**src/rtl/segment_scheduler_pkg.sv**
```systemverilog
// Shared types and constants for the segment scheduler: opcodes, record
// field layout, FSM state encoding and opcode classification.
package segment_scheduler_pkg;

  localparam logic [7:0] OP_NOP   = 8'h00;
  localparam logic [7:0] OP_MOVE  = 8'h01;
  localparam logic [7:0] OP_DWELL = 8'h02;
  localparam logic [7:0] OP_END   = 8'hFF;

  localparam int OP_LSB     = 0;
  localparam int OP_W       = 8;
  localparam int DIR_LSB    = 8;
  localparam int DIR_W      = 8;
  localparam int COUNT_LSB  = 16;
  localparam int COUNT_W    = 32;
  localparam int PERIOD_LSB = 48;
  localparam int PERIOD_W   = 32;
  localparam int REC_USED_W = 80;

  typedef enum logic [2:0] {
    IDLE, FETCH, WAIT_REC, DISPATCH, WAIT_EXEC, HALT, DRAIN
  } sched_state_t;

  typedef enum logic [2:0] {
    OPC_NOP, OPC_MOVE, OPC_DWELL, OPC_END, OPC_BAD
  } op_class_t;

  function automatic op_class_t classify_op(input logic [7:0] op);
    case (op)
      OP_NOP:   return OPC_NOP;
      OP_MOVE:  return OPC_MOVE;
      OP_DWELL: return OPC_DWELL;
      OP_END:   return OPC_END;
      default:  return OPC_BAD;
    endcase
  endfunction

endpackage

```
**src/rtl/segment_scheduler_if.sv**
```systemverilog
// Record-Fifo read side and step-executor handshake, bundled for the scheduler.
interface segment_scheduler_if #(
  parameter int RECORD_SIZE_BYTES = 16
);
  logic                           fifo_available;
  logic                           fifo_request;
  logic                           fifo_record_ready;
  logic [RECORD_SIZE_BYTES*8-1:0] fifo_record;
  logic                           exec_load;
  logic                           exec_dwell;
  logic [7:0]                     exec_dir;
  logic [31:0]                    exec_count;
  logic [31:0]                    exec_period;
  logic                           exec_abort;
  logic                           exec_busy;

  modport master (
    input  fifo_available, fifo_record_ready, fifo_record, exec_busy,
    output fifo_request, exec_load, exec_dwell, exec_dir, exec_count,
           exec_period, exec_abort
  );

  modport slave (
    output fifo_available, fifo_record_ready, fifo_record, exec_busy,
    input  fifo_request, exec_load, exec_dwell, exec_dir, exec_count,
           exec_period, exec_abort
  );
endinterface

```
**src/rtl/segment_scheduler_decoder.sv**
```systemverilog
// Combinational record decoder: splits a raw Fifo record into opcode class
// and segment fields. Bytes above the used field area are ignored.
module segment_decoder
  import segment_scheduler_pkg::*;
#(
  parameter int REC_W = 128
) (
  input  logic [REC_W-1:0] record,
  output op_class_t        op_class,
  output logic [7:0]       dir,
  output logic [31:0]      count,
  output logic [31:0]      period
);

  assign op_class = classify_op(record[OP_LSB +: OP_W]);
  assign dir      = record[DIR_LSB +: DIR_W];
  assign count    = record[COUNT_LSB +: COUNT_W];
  assign period   = record[PERIOD_LSB +: PERIOD_W];

  generate
    if (REC_W > REC_USED_W) begin : g_pad
      logic unused_pad;
      assign unused_pad = ^record[REC_W-1:REC_USED_W];
    end
  endgenerate

endmodule

```
**src/rtl/segment_scheduler.sv**
```systemverilog
// Pulls motion records from the record Fifo, decodes them and hands
// MOVE/DWELL segments to the step executor; keeps host-visible status.
//
// state     | meaning
// ----------+---------------------------------------------------------
// IDLE      | parked; waits for enable
// FETCH     | requests next record when the Fifo has one
// WAIT_REC  | request issued; waits for record_ready
// DISPATCH  | acts on the latched opcode (exec_load is high here)
// WAIT_EXEC | executor running; waits for busy to rise then fall
// HALT      | unknown opcode seen; only abort or reset leaves
// DRAIN     | aborted mid-request; swallows the pending record
module segment_scheduler
  import segment_scheduler_pkg::*;
#(
  parameter int RECORD_SIZE_BYTES = 16,
  parameter int SEG_CNT_W         = 16
) (
  input  logic                 clk,
  input  logic                 rst_n,
  input  logic                 enable,
  input  logic                 abort,
  segment_scheduler_if.master  bus,
  output logic                 idle,
  output logic                 job_done,
  output logic                 underrun,
  output logic                 bad_opcode,
  output logic [SEG_CNT_W-1:0] seg_count
);

  sched_state_t         state_q, state_d;
  op_class_t            rec_op_q, rec_op_d, dec_op;
  logic                 rec_zero_q, rec_zero_d;
  logic                 in_job_q, in_job_d, seen_busy_q, seen_busy_d;
  logic                 underrun_q, underrun_d, bad_opcode_q, bad_opcode_d;
  logic                 fifo_request_q, fifo_request_d, job_done_q, job_done_d;
  logic                 exec_load_q, exec_load_d, exec_abort_q, exec_abort_d;
  logic                 exec_dwell_q, exec_dwell_d;
  logic [7:0]           exec_dir_q, exec_dir_d, dec_dir;
  logic [31:0]          exec_count_q, exec_count_d, dec_count;
  logic [31:0]          exec_period_q, exec_period_d, dec_period;
  logic [SEG_CNT_W-1:0] seg_count_q, seg_count_d;
  logic                 dec_is_seg;

  segment_decoder #(.REC_W(RECORD_SIZE_BYTES*8)) u_dec (
    .record   (bus.fifo_record),
    .op_class (dec_op),
    .dir      (dec_dir),
    .count    (dec_count),
    .period   (dec_period)
  );

  // The load decision is taken as the record arrives so exec_load is high
  // in the DISPATCH cycle, one cycle after record_ready.
  assign dec_is_seg = ((dec_op == OPC_MOVE) || (dec_op == OPC_DWELL)) && (dec_count != 32'd0);

  // Next-state and registered-output logic; abort outranks everything but DRAIN.
  always_comb begin
    state_d        = state_q;
    rec_op_d       = rec_op_q;
    rec_zero_d     = rec_zero_q;
    in_job_d       = in_job_q;
    seen_busy_d    = seen_busy_q;
    underrun_d     = underrun_q;
    bad_opcode_d   = bad_opcode_q;
    seg_count_d    = seg_count_q;
    exec_dwell_d   = exec_dwell_q;
    exec_dir_d     = exec_dir_q;
    exec_count_d   = exec_count_q;
    exec_period_d  = exec_period_q;
    fifo_request_d = 1'b0;
    job_done_d     = 1'b0;
    exec_load_d    = 1'b0;
    exec_abort_d   = 1'b0;

    if (abort && (state_q != DRAIN)) begin
      exec_abort_d = 1'b1;
      in_job_d     = 1'b0;
      seen_busy_d  = 1'b0;
      underrun_d   = 1'b0;
      bad_opcode_d = 1'b0;
      // A record arriving in the abort cycle is already consumed; no drain needed.
      state_d      = (state_q == WAIT_REC && !bus.fifo_record_ready) ? DRAIN : IDLE;
    end else begin
      case (state_q)
        IDLE: if (enable) state_d = FETCH;
        FETCH: begin
          if (!enable) state_d = IDLE;
          else if (bus.fifo_available) begin
            fifo_request_d = 1'b1;
            state_d        = WAIT_REC;
          end else if (in_job_q) underrun_d = 1'b1;
        end
        WAIT_REC: begin
          if (bus.fifo_record_ready) begin
            rec_op_d   = dec_op;
            rec_zero_d = (dec_count == 32'd0);
            job_done_d = (dec_op == OPC_END);
            state_d    = DISPATCH;
            if (dec_is_seg) begin
              exec_load_d   = 1'b1;
              exec_dwell_d  = (dec_op == OPC_DWELL);
              exec_dir_d    = dec_dir;
              exec_count_d  = dec_count;
              exec_period_d = dec_period;
            end
          end
        end
        DISPATCH: begin
          case (rec_op_q)
            OPC_NOP: state_d = FETCH;
            OPC_END: begin
              in_job_d = 1'b0;
              state_d  = IDLE;
            end
            OPC_BAD: begin
              bad_opcode_d = 1'b1;
              state_d      = HALT;
            end
            default: begin
              if (rec_zero_q) begin
                seg_count_d = seg_count_q + SEG_CNT_W'(1);
                state_d     = FETCH;
              end else begin
                in_job_d = 1'b1;
                state_d  = WAIT_EXEC;
              end
            end
          endcase
        end
        WAIT_EXEC: begin
          if (bus.exec_busy) seen_busy_d = 1'b1;
          else if (seen_busy_q) begin
            seg_count_d = seg_count_q + SEG_CNT_W'(1);
            seen_busy_d = 1'b0;
            state_d     = enable ? FETCH : IDLE;
          end
        end
        HALT: state_d = HALT;
        DRAIN: if (bus.fifo_record_ready) state_d = IDLE;
        default: state_d = IDLE;
      endcase
    end
  end

  // State register and all registered outputs.
  always_ff @(posedge clk or negedge rst_n) begin
    if (!rst_n) begin
      state_q        <= IDLE;
      rec_op_q       <= OPC_NOP;
      rec_zero_q     <= 1'b0;
      in_job_q       <= 1'b0;
      seen_busy_q    <= 1'b0;
      underrun_q     <= 1'b0;
      bad_opcode_q   <= 1'b0;
      seg_count_q    <= '0;
      fifo_request_q <= 1'b0;
      job_done_q     <= 1'b0;
      exec_load_q    <= 1'b0;
      exec_abort_q   <= 1'b0;
      exec_dwell_q   <= 1'b0;
      exec_dir_q     <= '0;
      exec_count_q   <= '0;
      exec_period_q  <= '0;
    end else begin
      state_q        <= state_d;
      rec_op_q       <= rec_op_d;
      rec_zero_q     <= rec_zero_d;
      in_job_q       <= in_job_d;
      seen_busy_q    <= seen_busy_d;
      underrun_q     <= underrun_d;
      bad_opcode_q   <= bad_opcode_d;
      seg_count_q    <= seg_count_d;
      fifo_request_q <= fifo_request_d;
      job_done_q     <= job_done_d;
      exec_load_q    <= exec_load_d;
      exec_abort_q   <= exec_abort_d;
      exec_dwell_q   <= exec_dwell_d;
      exec_dir_q     <= exec_dir_d;
      exec_count_q   <= exec_count_d;
      exec_period_q  <= exec_period_d;
    end
  end

  assign bus.fifo_request = fifo_request_q;
  assign bus.exec_load    = exec_load_q;
  assign bus.exec_abort   = exec_abort_q;
  assign bus.exec_dwell   = exec_dwell_q;
  assign bus.exec_dir     = exec_dir_q;
  assign bus.exec_count   = exec_count_q;
  assign bus.exec_period  = exec_period_q;
  assign idle             = (state_q == IDLE);
  assign job_done         = job_done_q;
  assign underrun         = underrun_q;
  assign bad_opcode       = bad_opcode_q;
  assign seg_count        = seg_count_q;

endmodule

```
**src/flat_wrapper.sv**
```systemverilog
// flat-port wrapper written by rule: the top's interface ports become plain ports
module segment_scheduler_flat import segment_scheduler_pkg::*;
#(
  parameter int RECORD_SIZE_BYTES = 16,
  parameter int SEG_CNT_W         = 16
)
  (clk, rst_n, enable, abort, idle, job_done, underrun, bad_opcode, seg_count, bus_fifo_available, bus_fifo_record_ready, bus_fifo_record, bus_exec_busy, bus_fifo_request, bus_exec_load, bus_exec_dwell, bus_exec_dir, bus_exec_count, bus_exec_period, bus_exec_abort);
  segment_scheduler_if #(.RECORD_SIZE_BYTES(RECORD_SIZE_BYTES)) bus_i ();
  input  logic clk;
  input  logic rst_n;
  input  logic enable;
  input  logic abort;
  output logic idle;
  output logic job_done;
  output logic underrun;
  output logic bad_opcode;
  output logic [SEG_CNT_W-1:0] seg_count;
  input wire logic [$bits(bus_i.fifo_available)-1:0] bus_fifo_available;
  input wire logic [$bits(bus_i.fifo_record_ready)-1:0] bus_fifo_record_ready;
  input wire logic [$bits(bus_i.fifo_record)-1:0] bus_fifo_record;
  input wire logic [$bits(bus_i.exec_busy)-1:0] bus_exec_busy;
  output wire logic [$bits(bus_i.fifo_request)-1:0] bus_fifo_request;
  output wire logic [$bits(bus_i.exec_load)-1:0] bus_exec_load;
  output wire logic [$bits(bus_i.exec_dwell)-1:0] bus_exec_dwell;
  output wire logic [$bits(bus_i.exec_dir)-1:0] bus_exec_dir;
  output wire logic [$bits(bus_i.exec_count)-1:0] bus_exec_count;
  output wire logic [$bits(bus_i.exec_period)-1:0] bus_exec_period;
  output wire logic [$bits(bus_i.exec_abort)-1:0] bus_exec_abort;
  assign bus_i.fifo_available = bus_fifo_available;
  assign bus_i.fifo_record_ready = bus_fifo_record_ready;
  assign bus_i.fifo_record = bus_fifo_record;
  assign bus_i.exec_busy = bus_exec_busy;
  assign bus_fifo_request = bus_i.fifo_request;
  assign bus_exec_load = bus_i.exec_load;
  assign bus_exec_dwell = bus_i.exec_dwell;
  assign bus_exec_dir = bus_i.exec_dir;
  assign bus_exec_count = bus_i.exec_count;
  assign bus_exec_period = bus_i.exec_period;
  assign bus_exec_abort = bus_i.exec_abort;
  segment_scheduler #(.RECORD_SIZE_BYTES(RECORD_SIZE_BYTES), .SEG_CNT_W(SEG_CNT_W)) u_core (.clk(clk), .rst_n(rst_n), .enable(enable), .abort(abort), .bus(bus_i), .idle(idle), .job_done(job_done), .underrun(underrun), .bad_opcode(bad_opcode), .seg_count(seg_count));
endmodule
```
**config.mk**
```make
export PLATFORM = sky130hd
export DESIGN_NAME = segment_scheduler_flat
export DESIGN_NICKNAME = d
export VERILOG_FILES = /design/src/rtl/segment_scheduler_pkg.sv /design/src/rtl/segment_scheduler_if.sv /design/src/rtl/segment_scheduler_decoder.sv /design/src/rtl/segment_scheduler.sv /design/src/flat_wrapper.sv
export SDC_FILE = /design/constraint.sdc
export NUM_CORES = 1
export LEC_CHECK = 0
export CAP_MARGIN = 10
export CELL_PAD_IN_SITES_DETAIL_PLACEMENT = 1
export CELL_PAD_IN_SITES_GLOBAL_PLACEMENT = 1
export CORE_MARGIN = 4
export CORE_UTILIZATION = 34
export CTS_CLUSTER_DIAMETER = 150
export CTS_CLUSTER_SIZE = 30
export DETAILED_ROUTE_END_ITERATION = 8
export PLACE_DENSITY_LB_ADDON = 0.1
export SYNTH_ARGS = -nofsm -noshare
export SYNTH_HDL_FRONTEND = slang
export SYNTH_SLANG_ARGS = --single-unit
```
**constraint.sdc**
```tcl
create_clock -name clk -period 4.3 [get_ports clk]
set_input_delay 1.075 -clock clk [delete_from_list [all_inputs] [get_ports clk]]
set_output_delay 1.075 -clock clk [all_outputs]
set_load 0.02 [all_outputs]
```
== Yosys cells after proc, flatten, opt, wreduce, memory -nomap -nowiden ==
Index checks and enable logic that the tools add are counted.
Word-level totals
  output and inout bits: 96
  word-level logic and storage cells: 118
  register bits: 104
Cells by class
  reductions and logical operators: 26
  mux-type cells: 46
  bitwise gates (word level): 1
  $add $sub $neg: 1
  eq/ne operators: 28
Operator list (number)
  $mux 16: 4
  $logic_not 32->1: 1
  $pmux 16 s2: 1
  $reduce_bool 32->1: 1
  $mux 3: 10
  $mux 1: 27
  $pmux 3 s7: 1
  $add 16x1->16 const B: 1
  $eq 3x2->1 const B: 5
  $reduce_bool 2->1: 7
  $eq 3x3->1 const B: 4
  $ne 3x2->1 const B: 4
  $pmux 3 s4: 1
  $reduce_and 6->1: 2
  $pmux 3 s3: 1
  $eq 8x1->1 const B: 1
  $eq 8x2->1 const B: 1
  $eq 8x8->1 const B: 1
  $logic_not 8->1: 1
  $ne 2x1->1 const B: 4
  $reduce_and 4->1: 2
  $eq 3x1->1 const B: 2
  $logic_not 3->1: 2
  $ne 3x3->1 const B: 2
  12 further kinds: 16

== Logic depth before layout (Yosys ltp) ==
Gate-level depths: netlist (run 1).
  depth after elaboration: 9
  depth in mapped cells: 7
  mapped depth without buffers: 5

== Hierarchy ==
A second synthesis (run 1) with hierarchy kept.
Second synthesis, totals
  cells, all modules: 403
  area total of the unflattened synthesis: 5004.8 µm²
Modules (own cells, without submodules)
  segment_scheduler: area each 4390.5 µm², cells each 320, times used 1
  segment_decoder: area each 614.3 µm², cells each 83, times used 1

== Least setup slack after synthesis (run 1) ==
Ideal clock, no wire load.
  path kind: input -> register
  start: in bus_fifo_record[32]
  end: reg u_core.exec_count_q[10], in the netlist u_core.bus.exec_count[10]
  stages: 7
  setup slack: 1.722 ns
  buffers on the path: 2
  required time: 4.175 ns
  arrival time: 2.453 ns
  cells stage by stage: nor4_1 -> nand4_1 -> o2111ai_2 -> nand2b_4 -> buf_12 -> buf_12 -> mux2_4
On the way
  longest elaborated chain between the ends: 3
Ends and longest elaborated chain
  from (decl): line flat_wrapper.sv:20  | input wire logic [$bits(bus_i.fifo_record)-1:0] bus_fifo_record;
  $reduce_bool 32->1: line segment_scheduler.sv:55  | assign dec_is_seg = ((dec_op == OPC_MOVE) || (dec_op == OPC_DWELL)) && (dec_count != 32'd0);
  $logic_and 1x1->1: line segment_scheduler.sv:55
  $reduce_and 4->1 (no source line)
  to (signal assigned): line segment_scheduler.sv:180  | exec_count_q <= exec_count_d;
  to (decl): line segment_scheduler.sv:40  | logic [31:0] exec_count_q, exec_count_d, dec_count;
Every way passes these cells.
A chain may end at the register's enable or synchronous reset.

== Worst setup path after layout (run 1) ==
  start: in bus_fifo_record[25]
  end: reg u_core.exec_period_q[14], in the netlist u_core.bus.exec_period[14]
On the way
  longest elaborated chain between the ends: 3
Ends and longest elaborated chain
  $reduce_bool 32->1: line segment_scheduler.sv:55
  $logic_and 1x1->1: line segment_scheduler.sv:55
  $reduce_and 4->1 (no source line)
  to (signal assigned): line segment_scheduler.sv:181  | exec_period_q <= exec_period_d;
  to (decl): line segment_scheduler.sv:41  | logic [31:0] exec_period_q, exec_period_d, dec_period;
Every way passes these cells.

==> results of run 1 <==
## power by group through the flow
stage / clock network (mW) / registers [mW] / logic, mW
after floorplan: 0 / 1.13 / 0.238
after global placement: 0 / 1.14 / 0.454
after detailed placement: 0 / 1.14 / 0.463
after CTS: 0.817 / 1.12 / 0.467
after global routing: 0.856 / 1.14 / 0.504
final: 0.783 / 1.12 / 0.458
## cells in the final DEF (no fill, tap or decap), drive strengths merged, types with 7 or more instances in the layout
cell             n
a21oi            7
buf              7
clkbuf          10
clkdlybuf4s50  181
dfrtp          104
inv              7
mux2            74
nand2           21
nor2            21
nor4             9
xnor2            8
xor2             8
## kinds of logic after synthesis
kind of cell	after synthesis
AND/OR/NAND/NOR	90
multiplexers	74
AO/OA/AOI/OAI	36
adder cells (fa/ha/maj)	1
buffers and inverters	20
XOR/XNOR	16
flip-flops	104
## through the flow
step,cells,utilization (%),total power [mW],cell area (um2),hold slack [ps]
after global routing,711,50.7,2.50,7040,494
after floorplan,341,-,1.37,4830,479
after global placement,695,48.7,1.59,6760,456
after CTS,711,50.7,2.41,7040,473
final,711,50.7,2.36,7040,464
after detailed placement,695,48.7,1.61,6760,463
## path summary, 6_finish.rpt
kind / to / slack (ps) / cells after the start
max in group asynchronous: u_core.seg_count[1] / 2670 / 2
worst min-delay path: u_core.seg_count[15] / 460 / 1
worst max-delay path: u_core.bus.exec_period[14] / 1060 / 7
worst max register to register: u_core.bus.exec_period[14] / 2000 / 6
min in group asynchronous: u_core.bus.exec_period[29] / 790 / 1
worst min register to register: u_core.seg_count[15] / 460 / 1
## layer usage
layer	wire length [um]	vias to the layer above	share of wire (%)
met5	0	-	0
met4	167	0	1.3
met3	702	12	5.4
met2	6110	112	47
met1	5900	1723	46
li1	-	1584	-
## registers in the layout, summed over array words and instances, names as in the netlist
register / flops
u_core.rec_op_q: 3
u_core.bus.exec_abort: 1
u_core.rec_zero_q: 1
u_core.bus.exec_load: 1
u_core.in_job_q: 1
u_core.bus.exec_count: 32
u_core.state_q: 3
u_core.bad_opcode: 1
u_core.seen_busy_q: 1
u_core.underrun: 1
u_core.job_done: 1
u_core.bus.exec_period: 32
u_core.seg_count: 16
u_core.bus.exec_dwell: 1
u_core.bus.exec_dir: 8
u_core.bus.fifo_request: 1
## Yosys cell counts (all sizes together), types with 4 or more instances
master | number | area share, %
dfrtp | 104 | 54
mux2 | 74 | 23
nand2 | 21 | 1.6
nor2 | 21 | 1.6
buf | 10 | 3.7
nor4 | 9 | 1.3
xnor2 | 8 | 1.5
xor2 | 8 | 1.5
a21oi | 7 | 0.73
inv | 6 | 0.47
nand2b | 6 | 1.1
nand4 | 6 | 0.78
o21ai | 6 | 0.62
nand3 | 5 | 0.52
nor3 | 5 | 0.73
clkbuf | 4 | 0.31
## layout make-up
cell class,count,area share [%]
multi-input cells,217,28.5
flip-flops and latches,104,36.9
inverters,6,0.320
repair buffers,188,27.0
well taps,180,3.20
clock buffers,10,3.39
clock inverters,6,0.622
==> results.yml, run 1 <==
setup_path:
  slowest_stage: "clkdlybuf4s50_1"
  path_delay_family: "simple AND/OR/NAND/NOR gates"
  start_kind: "input pin"
  max_stage_delay_ps: 460
  critPathLaunch: "bus_fifo_record[25]"
  crit_path_cell_trace: "clkdlybuf4s50_1 -> nor4_1 -> nand4_1 -> o2111ai_2 -> nand2b_4 -> buf_12 -> mux2_4"
  crit_fanout: 25
  critPathKind: "in2reg"
  cp_data_arrival_time_ps: 3470
  worst-path-buf-inv: 2
  critPathRequiredTime_ps: 4530
  cp-end-kind: "flip-flop"
  r2r-start: "u_core.state_q[2]"
power_and_ir_drop:
  leakage_nw: 3.24
  p_sw_share_pct: 28.4
  power_density_nw_per_um2: 335
  peakVddDrop_v: 0.000225
  p_seq_share_pct: 47.4
  p_int_mw: 1.69
  p_clk_share_pct: 33.2
  p_sw_uw: 672
  pwr-share-comb_pct: 19.4
finish:
  syn_to_final_growth_pct: 46.0
  n_fill_cell: 1453
  n_antenna_cell: 0
  regArea_um2: 2600
  multi_input_area_um2: 2010
  nets: 662
  drive_gt1_share_pct: 19.8
logic_synthesis:
  synth-seq-cells: 104
  synth-xor-area-share_pct: 2.90
  synth_edf_count: 0
  ys.flop_type: "dfrtp_1"
  muxShareOfSynthArea_pct: 22.6
  synth_compound_area_share_pct: 5.42
  netlist_area_um2: 4830
  synth_warnings: 0
  synth_cells: 341
  synthDistinctLibCells: 55
  yosys.area_share.simple_pct: 10.4
  synth_fa_ha_area_share_pct: 0.259
  syn_nets: 477
  avgSynthCellArea_um2: 14.2
  yosysSeqAreaShare_pct: 53.9
  synth_top_family_by_area: "multiplexers"
  synthArstFlopShare_pct: 100
min_path:
  min_from: "u_core.seg_count[15]"
  hp-class: "reg2reg"
clocking:
  cts_root_buf: "clkbuf_16"
  post_cts_buffers: 0
  clock_path_buffers: 2
  cts_tree: "done"
  cts-htree-levels: 3
  cts_resized: 0
  holdBufCountCts: 0
  clk_pin_slew_ps: 70
  numCtsBuffers: 9
  clock_latency_ps: 340
  clock-sinks: 104
floorplanning:
  coreArea_um2: 13900
  initial_utilization_pct: 34.8
  die_h_um: 127
  die_w_um: 127
  die_area_um2: 16200
  ios: 231
  rows: 43
sta:
  fmax_ghz: 0.308
  timing.final.crit_period_ps: 3240
  setup_tns_ps: 0
  setup_viol: 0
  final_hold_viol_count: 0
  final.setup_skew_ps: 7.90
  setup_ws_ps: 1060
  rsz0062_at_grt: "no"
  fin_crit_sh_pct: 75.5
  worstMarginPinSlew_ps: 730
  maxSlewViolCount: 0
  slew_headroom_pct: 51.3
drt:
  drtAntennaViolNets: 0
  dr.pass1.iters: 4
  drc: 0
  routedWlPerCell_um: 18.1
  first_iter_violations: 83
  viasPerCell: 4.83
  via_count: 3431
  wl_mm: 12.9
placement:
  port-buffer-count: 182
  place_ws_ps: 579
  place_hpwl_mm: 9.83
  gp_congestion: 0.787
grt:
  met1_usage_pct: 22.2
  antenna_found_initial: 0
  grt_most_used_layer: "met2"
  grt_usage_pct: 16.5
  overflow: 0
  grt_util_met2_pct: 27.0
  met3_usage_pct: 3.30
  first_global_vias: 3717
  grt_max_degree: 57
  grt_pass1_wl_mm: 21.1
job:
  drv_cap: 0
run_status:
  outcome: "completed"
Note: power is estimated with default switching activity, not from simulation.
==> run 2, diff against run 1 <==
--- a/config.mk
+++ b/config.mk
@@ -9,7 +9,7 @@
 export CELL_PAD_IN_SITES_DETAIL_PLACEMENT = 1
 export CELL_PAD_IN_SITES_GLOBAL_PLACEMENT = 1
 export CORE_MARGIN = 4
-export CORE_UTILIZATION = 34
+export CORE_UTILIZATION = 32
 export CTS_CLUSTER_DIAMETER = 150
 export CTS_CLUSTER_SIZE = 30
 export DETAILED_ROUTE_END_ITERATION = 8
==> constraint.sdc (replaced) <==
create_clock -name clk -period 3 [get_ports clk]
set_input_delay 0.75 -clock clk [delete_from_list [all_inputs] [get_ports clk]]
set_output_delay 0.75 -clock clk [all_outputs]
set_load 0.02 [all_outputs]
==> run 2 against run 1 <==
Net effect:
- core utilization down 1.8 points
- global-route usage decreased by 0.56 points
- register-to-register slack got worse by 1200 ps
- hold slack improved by 7.6 ps
- sequential cell count unchanged
- clock-buffer cell count rose by 3
- routed wire length increased by 3.8%
- non-clock buffer count grew 12
- sequential share of layout area fell by 0.63 points
- clock skew is 4.2 ps lower
- clock power is 47% higher
- critical path type unchanged
- critical endpoint is now u_core.bus.exec_period[15]
- largest cell class unchanged
==> results.yml, run 2 (synthesis results as in run 1) <==
finish:
  fin_cells: 726
  n_antenna_cell: 0
  mostFrequentLayoutCell: "clkdlybuf4s50_1"
  multi_input_area_um2: 2010
  nets: 674
  final_core_util_pct: 48.9
  n_fill_cell: 1507
  most-common-layout-cells: "181 x clkdlybuf4s50_1, 104 x dfrtp_1, 69 x mux2_4"
  syn_to_final_growth_pct: 48.5
  drive_gt1_share_pct: 21.2
  regArea_um2: 2600
placement:
  place_ws_ps: -152
  place_inst: 711
  place_hpwl_mm: 10.3
  gp_congestion: 0.767
  port-buffer-count: 182
setup_path:
  crit_fanout: 20
  cp-end-kind: "flip-flop"
  critPathLaunch: "bus_fifo_record[17]"
  critPathRequiredTime_ps: 3230
  worst-path-buf-inv: 3
  slowest_stage: "clkdlybuf4s50_1"
  path_delay_family: "buffers and inverters"
  r2r-start: "u_core.state_q[0]"
  start_kind: "input pin"
  crit_path_cell_trace: "clkdlybuf4s50_1 -> nor4_1 -> buf_4 -> nand4_1 -> o2111ai_2 -> nand2b_4 -> buf_12 -> mux2_4"
  cp_data_arrival_time_ps: 2940
  critPathKind: "in2reg"
  max_stage_delay_ps: 420
floorplanning:
  die_area_um2: 17100
  initial_utilization_pct: 33.0
  coreArea_um2: 14600
  rows: 44
  die_h_um: 131
  ios: 231
  die_w_um: 131
grt:
  grt_usage_pct: 15.9
  grt_pass1_wl_mm: 20.9
  met3_usage_pct: 3.78
  antenna_found_initial: 0
  first_global_vias: 3823
  overflow: 0
  grt_max_degree: 54
  grt_util_met2_pct: 25.8
  met1_usage_pct: 20.6
  grt_most_used_layer: "met2"
clocking:
  cts_resized: 0
  cts_root_buf: "clkbuf_16"
  cts-htree-levels: 3
  clock-sinks: 104
  clock_path_buffers: 2
  clock_latency_ps: 350
  holdBufCountCts: 0
  clk_pin_slew_ps: 70
  cts_tree: "done"
  post_cts_buffers: 0
  numCtsBuffers: 9
sta:
  setup_ws_ps: 294
  setup_viol: 0
  final_hold_viol_count: 0
  worstMarginPinSlew_ps: 751
  fmax_ghz: 0.370
  rsz0062_at_grt: "no"
  fin_hold_ws_ps: 472
  final.setup_skew_ps: 3.73
  maxSlewViolCount: 0
  slew_headroom_pct: 49.9
  fin_crit_sh_pct: 90.2
  timing.final.crit_period_ps: 2710
drt:
  via_count: 3490
  viasPerCell: 4.81
  dr.pass1.iters: 4
  first_iter_violations: 114
  drtAntennaViolNets: 0
  routedWlPerCell_um: 18.4
  wl_mm: 13.4
  drc: 0
job:
  drv_cap: 0
power_and_ir_drop:
  leakage_nw: 3.31
  finalPower_mw: 3.43
  power_density_nw_per_um2: 478
  peakVddDrop_v: 0.000259
min_path:
  hp-class: "in2async"
run_status:
  outcome: "completed"
## run 2: cell types whose count changed in the layout (fill, tap and decap cells not counted), sizes merged
cell	before	now
clkinvlp	1	0
clkbuf	10	13
buf	7	19
inv	7	6
clkinv	4	2
## run 2: final cells by class
type | count | share of cell area [%]
inverters | 6 | 0.314
flip-flops and latches | 104 | 36.3
well taps | 184 | 3.21
multi-input cells | 217 | 28.0
clock inverters | 2 | 0.192
clock buffers | 13 | 3.77
repair buffers | 200 | 28.1
## run 2: final timing paths
path                                               to  slack, ps  cells after the start
max                        u_core.bus.exec_period[15]        290                      8
min reg2reg                      u_core.seg_count[15]        480                      1
max in group asynchronous  u_core.bus.exec_period[14]       1840                      2
max reg2reg                u_core.bus.exec_period[15]        850                      6
min                            u_core.bus.exec_dir[1]        470                      1
min in group clk                 u_core.seg_count[15]        480                      1
## run 2: stage by stage
step / TNS [ps] / instance area, um2
2_1_floorplan: 0 / 4830
3_3_place_gp: -4330 / 6880
3_5_place_dp: -8660 / 6880
4_1_cts: 0 / 7170
5_1_grt: 0 / 7170
6_report: 0 / 7170
## run 2: layer usage
layer	share of wire (%)	vias to the layer above	wire length [um]
met2	47	118	6240
met1	45	1752	6040
li1	-	1603	-
met4	2.1	0	282
met5	0	-	0
met3	6.0	17	809
## run 2: worst register-to-register path, stage by stage (launching register included)
cell and delay, ps:
dfrtp_1 610, and2b_1 260, and3_2 230, o2111ai_2 90, nand2b_4 280, buf_12 230, mux2_4 330
## run 2: where the power goes
part | switching (mW) | leakage (nW) | internal, mW
logic | 0.306 | 1.78 | 0.368
clock network | 0.518 | 0.142 | 0.628
registers | 0.131 | 1.39 | 1.48
==> run 3, diff against run 2 <==
--- a/config.mk
+++ b/config.mk
@@ -8,12 +8,15 @@
 export CAP_MARGIN = 10
 export CELL_PAD_IN_SITES_DETAIL_PLACEMENT = 1
 export CELL_PAD_IN_SITES_GLOBAL_PLACEMENT = 1
+export CORE_ASPECT_RATIO = 0.6
 export CORE_MARGIN = 4
-export CORE_UTILIZATION = 32
+export CORE_UTILIZATION = 40
 export CTS_CLUSTER_DIAMETER = 150
 export CTS_CLUSTER_SIZE = 30
 export DETAILED_ROUTE_END_ITERATION = 8
+export DONT_BUFFER_PORTS = 1
 export PLACE_DENSITY_LB_ADDON = 0.1
+export SKIP_LAST_GASP = 1
 export SYNTH_ARGS = -nofsm -noshare
 export SYNTH_HDL_FRONTEND = slang
 export SYNTH_SLANG_ARGS = --single-unit
==> run 3 against run 2 <==
Net effect:
- clock power is essentially flat
- sequential cell count is the same
- register-to-register slack is essentially flat
- global-route usage grew 0.55 points
==> results.yml, run 3 (synthesis results as in run 1) <==
setup_path:
  cp-end-kind: "flip-flop"
  worst-path-buf-inv: 1
  critPathKind: "in2reg"
  slowest_stage: "nor4_1"
  critPathRequiredTime_ps: 3210
  crit_path_cell_trace: "nor4_1 -> nand4_1 -> o2111ai_2 -> nand2b_4 -> buf_4 -> mux2_4"
  cp_data_arrival_time_ps: 2520
  crit_fanout: 14
  start_kind: "input pin"
  path_delay_family: "simple AND/OR/NAND/NOR gates"
  max_stage_delay_ps: 380
grt:
  grt_usage_pct: 16.5
  grt_max_degree: 105
  antenna_found_initial: 0
  overflow: 0
  grt_pass1_wl_mm: 17.8
  first_global_vias: 2908
sta:
  setup_viol: 0
  final_hold_viol_count: 0
  slew_headroom_pct: 55.5
  worstMarginPinSlew_ps: 662
  setup_ws_ps: 694
  fmax_ghz: 0.434
  setup_tns_ps: 0
  rsz0062_at_grt: "no"
  final.setup_skew_ps: 8.11
  maxSlewViolCount: 0
  fin_crit_sh_pct: 76.9
  timing.final.crit_period_ps: 2310
placement:
  place_inst: 492
  port-buffer-count: 0
  gp_congestion: 0.737
  place_hpwl_mm: 8.75
  place_ws_ps: 251
finish:
  final_core_util_pct: 45.0
  syn_to_final_growth_pct: 7.49
  n_fill_cell: 1175
  fin_cells: 508
  mostFrequentLayoutCell: "dfrtp_1"
  n_antenna_cell: 0
  drive_gt1_share_pct: 29.6
  nets: 479
  most-common-layout-cells: "104 x dfrtp_1, 69 x mux2_4, 21 x nor2_1, 21 x nand2_1, 9 x clkbuf_16"
floorplanning:
  die_area_um2: 13900
  die_h_um: 93.1
  initial_utilization_pct: 41.9
  ios: 231
  die_w_um: 150
  coreArea_um2: 11500
  rows: 30
power_and_ir_drop:
  peakVddDrop_v: 0.000249
  power_density_nw_per_um2: 605
  finalPower_mw: 3.14
  leakage_nw: 2.56
clocking:
  numCtsBuffers: 9
  clock-sinks: 104
  cts_resized: 0
  cts_tree: "done"
  post_cts_buffers: 0
  clock_latency_ps: 330
  clock_path_buffers: 2
  holdBufCountCts: 0
  cts_root_buf: "clkbuf_16"
  clk_pin_slew_ps: 70
  cts-htree-levels: 3
drt:
  dr.pass1.iters: 4
  via_count: 2699
  drtAntennaViolNets: 0
  drc: 0
  viasPerCell: 5.31
  wl_mm: 11.5
  routedWlPerCell_um: 22.6
  first_iter_violations: 134
run_status:
  outcome: "completed"
min_path:
  hp-class: "in2async"
job:
  drv_cap: 0
-- run 3: final cells by class --
cell class | count | area (um2) | share of cell area (%)
timing repair buffer | 5 | 62.6 | 1.21
inverter | 6 | 22.5 | 0.434
tap | 160 | 200 | 3.86
sequential | 104 | 2600 | 50.2
clock inverter | 6 | 51.3 | 0.989
multi-input combinational | 217 | 2010 | 38.7
clock buffer | 10 | 239 | 4.61
-- run 3: worst reg2reg max path: cells and delay by family (launching register included) --
kind	cells	cell delay [ps]
flip-flops	1	620
AO/OA/AOI/OAI	1	80
AND/OR/NAND/NOR	3	700
multiplexers	1	340
buffers and inverters	1	300
-- run 3: path summary, 6_finish.rpt --
kind | startpoint | to | slack, ps | cells after the start
min in group clk | bus_fifo_record[18] | u_core.bus.exec_count[2] | 550 | 1
hold reg to reg | u_core.in_job_q | u_core.underrun | 550 | 2
setup / recovery | bus_fifo_record[25] | u_core.bus.exec_period[14] | 690 | 6
setup reg to reg | u_core.state_q[0] | u_core.bus.exec_period[14] | 840 | 6
hold / removal | rst_n | u_core.bus.exec_period[15] | 110 | 0
max in group asynchronous | rst_n | u_core.underrun | 2760 | 0
-- run 3: power breakdown --
group	switching (mW)	internal, mW
Clock	0.521	0.599
Combinational	0.172	0.174
Sequential	0.197	1.48
-- run 3: per-layer routing --
metal | track usage (%) | up-vias | wire [um]
met5 | 0 | - | 0
li1 | - | 1227 | -
met2 | 25.7 | 116 | 5140
met1 | 20.8 | 1354 | 4880
met3 | 8.81 | 2 | 1420
met4 | 2.51 | 0 | 29
-- run 3: stage by stage --
| step | cell area, um2 | hold slack [ps] |
|---|---|---|
| 6_report | 5190 | 108 |
| 5_1_grt | 5190 | 80.8 |
| 4_1_cts | 5190 | 91.9 |
| 3_5_place_dp | 4900 | 457 |
| 3_3_place_gp | 4900 | 457 |
| 2_1_floorplan | 4830 | 454 |
